## src/rtl/ads131_spi_transaction_ctrl_pkg.sv

```systemverilog
// ads131_spi_defs: shared definitions for the ADS131A0X SPI transaction controller.
// Contents:
//   state_e            - 3-bit state codes. TRANSACTION_IN_PROGRESS (6) is the value
//                        the SCLK generator decodes to run SCLK.
//   DEFAULT_*          - default frame size and CS setup/hold lengths.
//   last_edge_count()  - CLOCK_CYCLES value of the final SCLK falling edge of a frame.
package ads131_spi_defs;

  typedef enum logic [2:0] {
    ST_IDLE                 = 3'd0,
    ST_CS_SETUP             = 3'd1,
    ST_CS_HOLD              = 3'd2,
    ST_DONE                 = 3'd3,
    TRANSACTION_IN_PROGRESS = 3'd6
  } state_e;

  localparam int unsigned DEFAULT_FRAME_BITS      = 32'd24;
  localparam int unsigned DEFAULT_CS_SETUP_CYCLES = 32'd4;
  localparam int unsigned DEFAULT_CS_HOLD_CYCLES  = 32'd4;

  // A frame has one rising and one falling edge per bit, so the last falling
  // edge is toggle number 2*frame_bits.
  function automatic logic [7:0] last_edge_count(input int unsigned frame_bits);
    return 8'(32'd2 * frame_bits);
  endfunction

endpackage

```

## src/rtl/ads131_spi_shifter.sv

```systemverilog
// ads131_spi_shifter: TX/RX shift registers and SCLK edge-event decode.
// Edge events are derived from changes of CLOCK_CYCLES (toggle count from the SCLK
// generator): an odd new count is a rising edge, an even nonzero one is a falling
// edge. Events lag the real SCLK edge by one system clock.
// Ports:
//   clk_i, rst_i     clock, asynchronous active-high reset
//   load_i           frame accepted: load tx_data_i, clear the receive register
//   tx_data_i        frame to transmit, MSB first
//   xfer_i           controller is in TRANSACTION_IN_PROGRESS
//   clock_cycles_i   SCLK toggle count from the generator
//   sclk_i           SCLK level from the generator
//   miso_i           serial data in
//   mosi_o           serial data out (registered, held between frames)
//   rx_shift_o       receive shift register
//   last_fall_o      falling-edge event of the final bit of the frame
// Build option: ADS131_SPI_LOOPBACK_EN samples the launched MOSI bit instead of MISO.
module ads131_spi_shifter
  import ads131_spi_defs::*;
#(
  parameter int unsigned FRAME_BITS = DEFAULT_FRAME_BITS
) (
  input  logic                  clk_i,
  input  logic                  rst_i,
  input  logic                  load_i,
  input  logic [FRAME_BITS-1:0] tx_data_i,
  input  logic                  xfer_i,
  input  logic [7:0]            clock_cycles_i,
  input  logic                  sclk_i,
  input  logic                  miso_i,
  output logic                  mosi_o,
  output logic [FRAME_BITS-1:0] rx_shift_o,
  output logic                  last_fall_o
);

  logic [7:0]            cc_q;
  logic [FRAME_BITS-1:0] tx_shift_q, tx_shift_d;
  logic [FRAME_BITS-1:0] rx_shift_q, rx_shift_d;
  logic                  mosi_q, mosi_d;
  logic                  edge_s, rise_s, fall_s, sample_s;

`ifdef ADS131_SPI_LOOPBACK_EN
  // The bit launched on the preceding rising edge is still on MOSI at the falling edge.
  assign sample_s = mosi_q;
`else
  assign sample_s = miso_i;
`endif

  // Edge decode and shift-register next state.
  always_comb begin
    edge_s     = xfer_i && (clock_cycles_i != cc_q);
    // The generator half-period is much longer than the event lag, so the SCLK
    // level still matches the edge direction when the event is seen.
    rise_s     = edge_s && clock_cycles_i[0] && sclk_i;
    fall_s     = edge_s && !clock_cycles_i[0] && (clock_cycles_i != 8'd0) && !sclk_i;
    tx_shift_d = tx_shift_q;
    rx_shift_d = rx_shift_q;
    mosi_d     = mosi_q;
    if (load_i) begin
      tx_shift_d = tx_data_i;
      rx_shift_d = '0;
    end else if (rise_s) begin
      mosi_d     = tx_shift_q[FRAME_BITS-1];
      tx_shift_d = FRAME_BITS'({tx_shift_q, 1'b0});
    end else if (fall_s) begin
      rx_shift_d = FRAME_BITS'({rx_shift_q, sample_s});
    end else begin
      tx_shift_d = tx_shift_q;
    end
  end

  // Shift registers, MOSI and the previous toggle count.
  always_ff @(posedge clk_i or posedge rst_i) begin
    if (rst_i) begin
      cc_q       <= 8'd0;
      tx_shift_q <= '0;
      rx_shift_q <= '0;
      mosi_q     <= 1'b0;
    end else begin
      cc_q       <= clock_cycles_i;
      tx_shift_q <= tx_shift_d;
      rx_shift_q <= rx_shift_d;
      mosi_q     <= mosi_d;
    end
  end

  assign mosi_o      = mosi_q;
  assign rx_shift_o  = rx_shift_q;
  assign last_fall_o = fall_s && (clock_cycles_i == last_edge_count(FRAME_BITS));

endmodule

```

## src/rtl/ads131_spi_transaction_ctrl.sv

```systemverilog
// ads131_spi_transaction_ctrl: runs one full-duplex SPI mode-1 frame per accepted
// start on the ADS131A0X link, driving the state code that gates an external SCLK
// generator and consuming its SCLK / toggle count.
// Ports:
//   system_clock, reset      clock, asynchronous active-high reset
//   start, tx_data           frame request (accepted only in IDLE) and payload
//   busy                     high in every state except IDLE
//   done, rx_valid           one-cycle pulses at frame completion (DONE state)
//   rx_data                  received frame, updated only with rx_valid
//   state_machine            state code to the SCLK generator
//   SPI_CS, SPI_MOSI         chip select (active low), serial data out
//   SPI_MISO                 serial data in
//   SPI_SCLK, CLOCK_CYCLES   SCLK level and toggle count from the generator
// Build option: ADS131_SPI_LOOPBACK_EN (in ads131_spi_shifter) returns MOSI as rx data.
module ads131_spi_transaction_ctrl
  import ads131_spi_defs::*;
#(
  parameter int unsigned FRAME_BITS      = DEFAULT_FRAME_BITS,
  parameter int unsigned CS_SETUP_CYCLES = DEFAULT_CS_SETUP_CYCLES,
  parameter int unsigned CS_HOLD_CYCLES  = DEFAULT_CS_HOLD_CYCLES
) (
  input  logic                  system_clock,
  input  logic                  reset,
  input  logic                  start,
  input  logic [FRAME_BITS-1:0] tx_data,
  output logic                  busy,
  output logic                  done,
  output logic [FRAME_BITS-1:0] rx_data,
  output logic                  rx_valid,
  output logic [2:0]            state_machine,
  output logic                  SPI_CS,
  output logic                  SPI_MOSI,
  input  logic                  SPI_MISO,
  input  logic                  SPI_SCLK,
  input  logic [7:0]            CLOCK_CYCLES
);

  // Counters count down to zero, so a phase of N cycles is loaded with N-1.
  localparam logic [15:0] SETUP_LOAD = 16'(CS_SETUP_CYCLES - 32'd1);
  localparam logic [15:0] HOLD_LOAD  = 16'(CS_HOLD_CYCLES - 32'd1);

  state_e                state_q, state_d;
  logic [15:0]           cnt_q, cnt_d;
  logic                  cs_q, cs_d;
  logic                  busy_q, done_q, rx_valid_q;
  logic [FRAME_BITS-1:0] rx_data_q, rx_data_d;
  logic                  load_s, last_fall_s;
  logic [FRAME_BITS-1:0] rx_shift_s;

  ads131_spi_shifter #(
    .FRAME_BITS(FRAME_BITS)
  ) u_shifter (
    .clk_i          (system_clock),
    .rst_i          (reset),
    .load_i         (load_s),
    .tx_data_i      (tx_data),
    .xfer_i         (state_q == TRANSACTION_IN_PROGRESS),
    .clock_cycles_i (CLOCK_CYCLES),
    .sclk_i         (SPI_SCLK),
    .miso_i         (SPI_MISO),
    .mosi_o         (SPI_MOSI),
    .rx_shift_o     (rx_shift_s),
    .last_fall_o    (last_fall_s)
  );

  // Frame sequencing: next state, phase counter, chip select and captured frame.
  always_comb begin
    state_d   = state_q;
    cnt_d     = cnt_q;
    cs_d      = cs_q;
    rx_data_d = rx_data_q;
    load_s    = 1'b0;
    case (state_q)
      ST_IDLE: begin
        if (start) begin
          state_d = ST_CS_SETUP;
          cs_d    = 1'b0;
          cnt_d   = SETUP_LOAD;
          load_s  = 1'b1;
        end else begin
          state_d = ST_IDLE;
        end
      end
      ST_CS_SETUP: begin
        if (cnt_q == 16'd0) begin
          state_d = TRANSACTION_IN_PROGRESS;
        end else begin
          cnt_d = cnt_q - 16'd1;
        end
      end
      TRANSACTION_IN_PROGRESS: begin
        if (last_fall_s) begin
          state_d = ST_CS_HOLD;
          cnt_d   = HOLD_LOAD;
        end else begin
          state_d = TRANSACTION_IN_PROGRESS;
        end
      end
      ST_CS_HOLD: begin
        if (cnt_q == 16'd0) begin
          state_d   = ST_DONE;
          cs_d      = 1'b1;
          // Captured on entry to DONE so rx_data changes together with rx_valid.
          rx_data_d = rx_shift_s;
        end else begin
          cnt_d = cnt_q - 16'd1;
        end
      end
      ST_DONE: begin
        state_d = ST_IDLE;
      end
      default: begin
        state_d = ST_IDLE;
        cs_d    = 1'b1;
      end
    endcase
  end

  // State, counter and registered outputs; flags are computed from the next state.
  always_ff @(posedge system_clock or posedge reset) begin
    if (reset) begin
      state_q    <= ST_IDLE;
      cnt_q      <= 16'd0;
      cs_q       <= 1'b1;
      busy_q     <= 1'b0;
      done_q     <= 1'b0;
      rx_valid_q <= 1'b0;
      rx_data_q  <= '0;
    end else begin
      state_q    <= state_d;
      cnt_q      <= cnt_d;
      cs_q       <= cs_d;
      busy_q     <= (state_d != ST_IDLE);
      done_q     <= (state_d == ST_DONE);
      rx_valid_q <= (state_d == ST_DONE);
      rx_data_q  <= rx_data_d;
    end
  end

  assign state_machine = state_q;
  assign SPI_CS        = cs_q;
  assign busy          = busy_q;
  assign done          = done_q;
  assign rx_valid      = rx_valid_q;
  assign rx_data       = rx_data_q;

endmodule

```

## config.mk

```make
export PLATFORM = sky130hd
export DESIGN_NAME = ads131_spi_transaction_ctrl
export DESIGN_NICKNAME = d
export VERILOG_FILES = /design/src/rtl/ads131_spi_transaction_ctrl_pkg.sv /design/src/rtl/ads131_spi_shifter.sv /design/src/rtl/ads131_spi_transaction_ctrl.sv
export SDC_FILE = /design/constraint.sdc
export NUM_CORES = 1
export LEC_CHECK = 0
export CAP_MARGIN = 20
export CORE_MARGIN = 3
export CORE_UTILIZATION = 54
export DETAILED_ROUTE_END_ITERATION = 8
export PLACE_DENSITY = 0.8
export RECOVER_POWER = 25
export SLEW_MARGIN = 10
export SYNTH_ARGS = -nofsm -noshare
export SYNTH_HDL_FRONTEND = slang
export SYNTH_SLANG_ARGS = --single-unit
```

## constraint.sdc

```tcl
create_clock -name system_clock -period 3.6 [get_ports system_clock]
set_input_delay 0.54 -clock system_clock [delete_from_list [all_inputs] [get_ports system_clock]]
set_output_delay 0.54 -clock system_clock [all_outputs]
set_load 0.005 [all_outputs]
```

Word-level counts from Yosys, hierarchy flattened
Cells that the tools add are included.
- logic and storage cells: 67
- input port bits: 37
- output and inout bits: 32
- bits in registers: 103
- equality and inequality tests: 12
- bitwise gates (word level): 2
- muxes and demuxes: 19
- $add $sub $neg: 1
- reduce and logical (&&, ||, !) cells: 23
- operators with widths (operator ; count):
    24-bit 2-to-1 mux ; 5
    16-bit 2-to-1 mux ; 3
    16-bit case mux with 3 select lines ; 1
    16-bit zero test ; 1
    16-bit by 1-bit subtractor with 16-bit output (second input constant) ; 1
    3-bit case mux with 4 select lines ; 1
    2-bit != test (second input constant) ; 5
    3-bit by 2-bit == test with 1-bit output (second input constant) ; 3
    3-bit 2-to-1 mux ; 3
    8-bit by 6-bit == test with 1-bit output (second input constant) ; 1
    8-bit != test ; 1
    8-bit nonzero test ; 1
    1-bit logical AND ; 7
    2-bit AND reduction ; 3
    3-bit nonzero test ; 2
    1-bit 2-to-1 mux ; 5
    4-bit AND reduction ; 1
    2-bit nonzero test ; 2
    3-bit by 1-bit == test with 1-bit output (second input constant) ; 1
    3-bit == test (second input constant) ; 1
    3-bit zero test ; 1
    1-bit case mux with 3 select lines ; 1
    3-bit AND reduction ; 1
    3-bit OR reduction ; 1
    other kinds (3) ; 5

Logic depth before layout (Yosys ltp)
- word-level depth: 9
- depth in mapped cells: 8
- depth with buffers taken out: 7

By module
From an unflattened synthesis, not the netlist that was laid out.
- cell total of the unflattened synthesis: 482
- area, all modules: 5159.9 µm²
- by module, submodules not included (module ; area each (µm²) ; instances ; cells an instance ; sequential area each (µm²)):
    ads131_spi_shifter ; 2989.1 ; 1 ; 297 ; 1426.4
    ads131_spi_transaction_ctrl ; 2170.8 ; 1 ; 185 ; 1152.4

Least setup slack after synthesis
No wires, ideal clock.
- path type: in2reg
- start: input port CLOCK_CYCLES[0]
- end: register u_shifter.rx_shift_q[0] (netlist: u_shifter.rx_shift_o[0])
- required time: 3461 ps
- cell stages on the path: 6
- setup time: 139 ps
- slack: 1427 ps
- arrival: 2034 ps
- buffers on the path: 1
- cells stage by stage: or4_4 > o41a_1 > o211ai_4 > buf_12 > mux2i_1 > nor2_2
- word-level cells in the longest chain between the ends: 7
- elaborated cells on any way between the ends: 12
- those cells by class: eq/ne (2); reduce/logical (10)
- RTL lines (item ; RTL line ; source):
    start, declared ; ads131_spi_transaction_ctrl.sv:35 ; input logic [7:0] CLOCK_CYCLES
    8-bit != test ; ads131_spi_shifter.sv:50 ; edge_s = xfer_i && (clock_cycles_i != cc_q);
    1-bit logical AND ; ads131_spi_shifter.sv:50 ;
    1-bit logical AND (3 in series) ; ads131_spi_shifter.sv:54 ; fall_s = edge_s && !clock_cycles_i[0] && (clock_cycles_i != 8'd0) && !sclk_i;
    2-bit nonzero test (no source line) ; -- ;
    2-bit AND reduction (no source line) * ; -- ;
    end signal, assigned ; ads131_spi_shifter.sv:81 ; rx_shift_q <= rx_shift_d;
    end, declared ; ads131_spi_shifter.sv:37 ; logic [FRAME_BITS-1:0] rx_shift_q, rx_shift_d;
Every way passes the cells marked *; elsewhere a longest branch is shown, timed or not.
A chain may end at the register's enable or synchronous reset.

Worst setup path after layout
- start: register cnt_q[0]
- end: register rx_data_q[9] (netlist: rx_data[9])
- word-level cells in the longest chain between the ends: 2
- RTL lines (item ; RTL line ; source):
    start, declared ; ads131_spi_transaction_ctrl.sv:43 ; logic [15:0] cnt_q, cnt_d;
    start signal, assigned ; ads131_spi_transaction_ctrl.sv:131 ; cnt_q <= cnt_d;
    16-bit zero test ; ads131_spi_transaction_ctrl.sv:100 ; if (cnt_q == 16'd0) begin
    2-bit AND reduction (no source line) ; -- ;
    end signal, assigned ; ads131_spi_transaction_ctrl.sv:136 ; rx_data_q <= rx_data_d;
    end, declared ; ads131_spi_transaction_ctrl.sv:46 ; logic [FRAME_BITS-1:0] rx_data_q, rx_data_d;
No other way between the ends.

==> flow_summary.ini <==
[die]
ios = 69
die_area_um2 = 9670
coreArea_um2 = 8260
die_h_um = 98.3
die_w_um = 98.3
rows = 33
initial_core_util = 0.557

[sta]
hold_viol_final = 0
final-setup-viol-count = 0
hold_slack_ns = 0.490
rsz0062_at_grt = false
period_needed_ns = 2.68
setup_tns_ns = 0
fin_skew_ns = 0.00982
slew_headroom = 0.308
fmax_ghz = 0.373
tightest_slew_ns = 1.03
final-max-slew-violation-count = 0
period_share = 0.745

[synth]
synth_top_family_by_area = compound AO/OA/AOI/OAI gates
yosys_warnings = 0
ys_seq_area_frac = 0.560
synth_flop_cell = dfrtp_1
ys_seq_elements = 103
synth_edf_count = 0
post_synth.cell_area_avg_um2 = 12.5
synth-compound-area-share = 0.153
synthXorXnorAreaFrac = 0.0152
ys_async_sr_fraction = 1.00
synthAdderAreaFrac = 0.00544
ys_types = 56
syn_area_um2 = 4600
syn_nets = 406
synth_cells = 367
muxShareOfSynthArea = 0.118
synthSimpleGateAreaFrac = 0.116

[place]
numPortBuffers = 68
dpl-instance-area_um2 = 5360
hpwlAfterDp_um = 6120
place_inst = 526
finalWeightedCongestion = 0.869

[drt]
wl_per_cell_um = 16.3
dr.pass1.iters = 4
vias_per_cell = 5.74
drtAntennaViolNets = 0
drt-initial-drc-count = 128
remaining_drc_errors = 0
finalWirelength_um = 8810
vias = 3111

[cts]
cts_buffers = 9
cts_sinks = 103
htreeDepth = 3
tritoncts = yes
clock_path_buffers = 2
cts_resized = 0
cts_hold_buf = 0
clockRootBuffer = clkbuf_8
clk_pin_slew_ns = 0.10
post_cts_buffers = 0
clock_latency_ns = 0.36

[finish]
fillers = 631
syn_to_final_growth_pct = 20.3
fin_cells = 542
final_util = 0.670
diodes = 0
fin_area_um2 = 5540
drive_above_1_share = 0.181
nets = 471

[global_route]
grt_use_total = 0.191
grt_pass1_wl_um = 15000
grt_pass1_vias = 3134
grt.overflow.total = 0
grt_max_degree = 93
antenna_found_initial = 0

[setup_path]
r2r_slack_ns = 0.92
r2r_end = rx_data[9]
critPathKind = flip-flop to flip-flop
end_kind = flip-flop
cp_max_fo = 14
reg2reg_from = cnt_q[0]
worstRegToRegCells = 7
cp.arrival_ns = 2.93
cp-start-kind = flip-flop
cp.required_ns = 3.85

[worst_hold_path]
hp-start = u_shifter.tx_shift_q[16]
min_to = u_shifter.tx_shift_q[16]
hp-class = flip-flop to flip-flop
whs_path_depth = 1

[status]
outcome = finished, final reports clean

[pwr]
leakage_nw = 2.80
max-vdd-ir-drop_v = 0.000288
powerDensity_nw_per_um2 = 501

[flow_run]
max_cap_violations = 0
==> Yosys cell counts, types with 2 or more instances <==
cell       instances  area [µm²]
mux2i_1           25         250
nor2_2            21         131
nor4b_1            2        17.5
nand2b_1           7        43.8
a211o_1            2        17.5
nor3_1             7        35.0
inv_1              4        15.0
buf_12             2        40.0
buf_1              2        7.51
or3_1              3        18.8
nand3_1            2        10.0
nor4_1             3        18.8
nand4_1            6        37.5
mux2_2            25         282
buf_6              2        22.5
clkbuf_1           6        22.5
a31oi_1            9        56.3
a2bb2oi_1          2        17.5
dfrtp_1          102        2550
o311a_1            2        20.0
buf_2              7        35.0
o31ai_1            2        15.0
o22a_1             2        17.5
a22o_1            23         201
o21ai_0            3        15.0
nor2_1            14        52.6
ha_1               2        25.0
nand2_1           15        56.3
a21o_1            26         195
a21oi_1            5        25.0
xnor2_1            8        70.1
a21boi_0           2        15.0
==> cells in the final DEF, fill, tap and decap left out, drive strengths merged, types with 5 or more instances in the layout <==
cell type      Yosys  routed
o21ai              5       5
dlygate4sd3        0       9
nand2             15      15
a21oi              6       6
nor4               5       5
inv                4       5
nand2b             7       7
a21o              26      26
buf               14       6
nor3               8       8
clkbuf             6      10
clkdlybuf4s50      0      59
a22o              23      23
mux2i             25      25
nand4              6       6
nor2              35      35
mux2              26      26
xnor2              8       8
dfrtp            102     102
a31oi              9       9
==> layout make-up <==
class,instances,area [µm²],area share
flip-flops and latches,103,2580,0.466
multi-input cells,240,1890,0.341
repair buffers,74,738,0.133
clock buffers,10,138,0.0249
well taps,105,131,0.0237
clock inverters,6,43.8,0.00791
inverters,4,16.3,0.00294
==> stage by stage <==
stage	setup slack [ns]	power, mW
2_1_floorplan	0.358	1.94
3_3_place_gp	0.688	2.09
3_5_place_dp	0.654	2.13
4_1_cts	0.909	2.80
5_1_grt	0.679	2.94
6_report	0.919	2.78
==> worst max-delay path: stages (launching register included) <==
cell and delay [ns]:
dfrtp_1 0.43, inv_1 0.10, ha_1 0.18, nor4b_1 0.30, nand4_1 0.27, nor3_4 0.61
buf_4 0.33, mux2_2 0.36
==> per-layer routing <==
metal | global-route usage | vias up | share of wire | wire length, µm
li1 | - | 1471 | - | -
met1 | 0.252 | 1554 | 0.44 | 3860
met2 | 0.303 | 79 | 0.49 | 4290
met3 | 0.0721 | 7 | 0.067 | 590
met4 | 0.0462 | 0 | 0.0079 | 70
met5 | 0 | - | 0 | 0
==> state kept, by name, indices dropped and copies added (netlist names), 3 cells and up <==
register / flops
cnt_q: 16
rx_data: 24
state_machine: 3
u_shifter.cc_q: 8
u_shifter.rx_shift_o: 24
u_shifter.tx_shift_q: 24
==> worst max-delay path by stage <==
stage / from / end / slack, ns / depth (start not counted)
6_report: cnt_q[0] / rx_data[9] / 0.92 / 7
5_1_grt: cnt_q[0] / rx_data[6] / 0.68 / 7
4_1_cts: state_machine[0] / u_shifter.tx_shift_q[1] / 0.91 / 6
3_5_place_dp: CLOCK_CYCLES[0] / u_shifter.rx_shift_o[1] / 0.65 / 6
3_3_place_gp: CLOCK_CYCLES[0] / u_shifter.rx_shift_o[7] / 0.69 / 6
2_1_floorplan: reset / busy / 0.36 / 1
==> power breakdown <==
group,internal (mW),switching [mW]
clock network,0.276,0.397
logic,0.285,0.235
registers,1.38,0.202
==> kinds of logic after synthesis <==
logic type      after synthesis
compound gates               88
flops                       103
mux                          51
fa+ha+maj                     2
simple gates                 91
xor+xnor                      8
buf+inv                      24
Note: power is estimated with default switching activity, not from simulation.
==> variant: new RTL, same flow settings <==
Make the reset (`reset` and `rst_i`) synchronous in 2 clocked blocks. Comments in the files are not updated.
--- a/src/rtl/ads131_spi_shifter.sv
+++ b/src/rtl/ads131_spi_shifter.sv
@@ -69,7 +69,7 @@
   end
 
   // Shift registers, MOSI and the previous toggle count.
-  always_ff @(posedge clk_i or posedge rst_i) begin
+  always_ff @(posedge clk_i) begin
     if (rst_i) begin
       cc_q       <= 8'd0;
       tx_shift_q <= '0;
--- a/src/rtl/ads131_spi_transaction_ctrl.sv
+++ b/src/rtl/ads131_spi_transaction_ctrl.sv
@@ -117,7 +117,7 @@
   end
 
   // State, counter and registered outputs; flags are computed from the next state.
-  always_ff @(posedge system_clock or posedge reset) begin
+  always_ff @(posedge system_clock) begin
     if (reset) begin
       state_q    <= ST_IDLE;
       cnt_q      <= 16'd0;
Behaviour: differs if reset is asserted again (counterexample within 4 cycles, from zero or initial values and one cycle with reset high); with reset held inactive, the same outputs for 10 cycles.
==> variant against the unedited design <==
Critical endpoint is now u_shifter.rx_shift_o[2]; final area fell by 2.5%; routed wire length rose by 7.0%; synthesized area fell by 0.52%; count of clock-buffer cells in the layout fell by 1; the flow now finishes with violations (max-capacitance violations, max-slew violations); sequential cell count did not move; setup slack got worse by 0.13 ns; global-route usage rose by 0.79 points; hold slack got worse by 0.033 ns; clock skew rose by 0.0026 ns.
Power is not compared: it rests on default switching activity, and its combinational part moved more than twofold at a synthesized area within 25%.
==> variant: results (changes against the unedited design) <==
[grt]
grt_pass1_vias=3386  ; was 3134
grt_max_degree=51  ; was 93
grt_use_total=0.199  ; was 0.191
grt_use_met1=0.271  ; was 0.252
grt_pass1_wl_um=16100  ; was 15000 um
use_met2=0.317  ; was 0.303
grt_use_met3=0.0536  ; was 0.0721

[detailed_routing]
first_pass_iters=5  ; was 4
highest_layer=met4  ; unchanged
drt_iter0_drc=186  ; was 128
drt-total-wl_um=9430  ; was 8810 um
wl_met3_um=531  ; was 590 um
wl_met1_um=4320  ; was 3860 um
vias=3607  ; was 3111
met2WireLength_um=4460  ; was 4290 um

[synth]
synth_nets=525  ; was 406
synthArstFlopShare=0  ; was 1.00
yosysUniqueCellTypes=55  ; was 56
syn-instance-count=486  ; was 367
seq_area_frac_synth=0.450  ; was 0.560
synth_common_cells=103 x dfxtp_1, 44 x nor2_1, 43 x a21oi_1  ; was 102 x dfrtp_1, 26 x a21o_1, 25 x mux2_2, 25 x mux2i_1, 23 x a22o_1
synthTopCellsByArea=dfxtp_1 45%, mux2i_1 5.5%, a21oi_1 4.7%  ; was dfrtp_1 55%, mux2_2 6.1%, mux2i_1 5.4%

[job]
maxCapViolCount=1  ; was 0

[finish]
fin_nets=573  ; was 471
layoutNonFillerInstCount=641  ; was 542
nFillCells=634  ; was 631
drive_above_1_share=0.152  ; was 0.181

[worst_setup_path]
crit_fanout=50  ; was 14
worstPathArrival_ns=3.05  ; was 2.93 ns
rr_startpoint=cnt_q[1]  ; was cnt_q[0]
r2r_setup_slack_ns=1.23  ; was 0.92 ns
r2r-end=rx_data[10]  ; was rx_data[9]

[outcome]
violations=max-capacitance violations, max-slew violations
status=complete, but fails checks  ; was complete, no violations

[place]
dp_cells=625  ; was 526
post-place-ws_ns=0.816  ; was 0.654 ns
place.gp.congestion=0.803  ; was 0.869
dp_hpwl_um=6350  ; was 6120 um
dpl_cell_area_um2=5210  ; was 5360 um2

[clock_network]
clk_pin_slew_ns=0.10  ; about the same
cts_resized=0  ; unchanged
cts_max_path_buffers=2  ; unchanged

[power]
switchingPower_w=0.00149

[sta]
whs_ns=0.456  ; was 0.490 ns
finClkSkew_ns=0.0124  ; was 0.00982 ns
relSlewSlack=-0.654  ; was 0.308
slew_violations=51  ; was 0

[worst_hold_path]
min_to=rx_data[5]  ; was u_shifter.tx_shift_q[16]
min-delay-start=rx_data[5]  ; was u_shifter.tx_shift_q[16]
min_path_cells=2  ; was 1

## variant: power by group through the flow
stage	sequential (W)	clock, W	combinational [W]
6_report	0.00149	0.000687	0.00153
4_1_cts	0.00149	0.000707	0.00154
2_1_floorplan	0.00146	0	0.00129
3_5_place_dp	0.00151	0	0.00154
3_3_place_gp	0.00150	0	0.00149
5_1_grt	0.00151	0.000748	0.00172
## variant: how the worst max path moves through the flow
| stage | from | to | slack, ns | cells past startpoint |
|---|---|---|---|---|
| after detailed placement | CLOCK_CYCLES[3] | u_shifter.tx_shift_q[19] | 0.82 | 6 |
| after global placement | CLOCK_CYCLES[4] | u_shifter.tx_shift_q[20] | 0.91 | 6 |
| after global routing | reset | u_shifter.rx_shift_o[2] | 0.61 | 3 |
| final | reset | u_shifter.rx_shift_o[2] | 0.79 | 3 |
| after floorplan | CLOCK_CYCLES[3] | u_shifter.rx_shift_o[0] | 1.69 | 7 |
| after CTS | CLOCK_CYCLES[3] | u_shifter.tx_shift_q[19] | 1.22 | 6 |
## variant: kinds of logic (layout without fill, tap and decap cells)
group	count (synthesis)	count (layout)	share of synthesized area
AO/OA/AOI/OAI	129	129	0.199
buffers and inverters	43	96	0.0546
multiplexers	25	25	0.0546
AND/OR/NAND/NOR	176	176	0.221
flip-flops	103	103	0.450
adder cells (fa/ha/maj)	2	2	0.00546
XOR/XNOR	8	8	0.0153
## variant: worst max-delay path: stages
cell and delay (ns):
clkbuf_1 1.72, or2_2 0.64, nor2_1 0.11
## variant: cell type report
class                   count  area [um2]  share of cell area
multi-input cells         340        2270               0.421
inverters                   6        22.5             0.00417
flip-flops and latches    103        2060               0.382
clock inverters             7        67.6              0.0125
clock buffers               9         124              0.0230
repair buffers             74         719               0.133
well taps                 102         128              0.0236
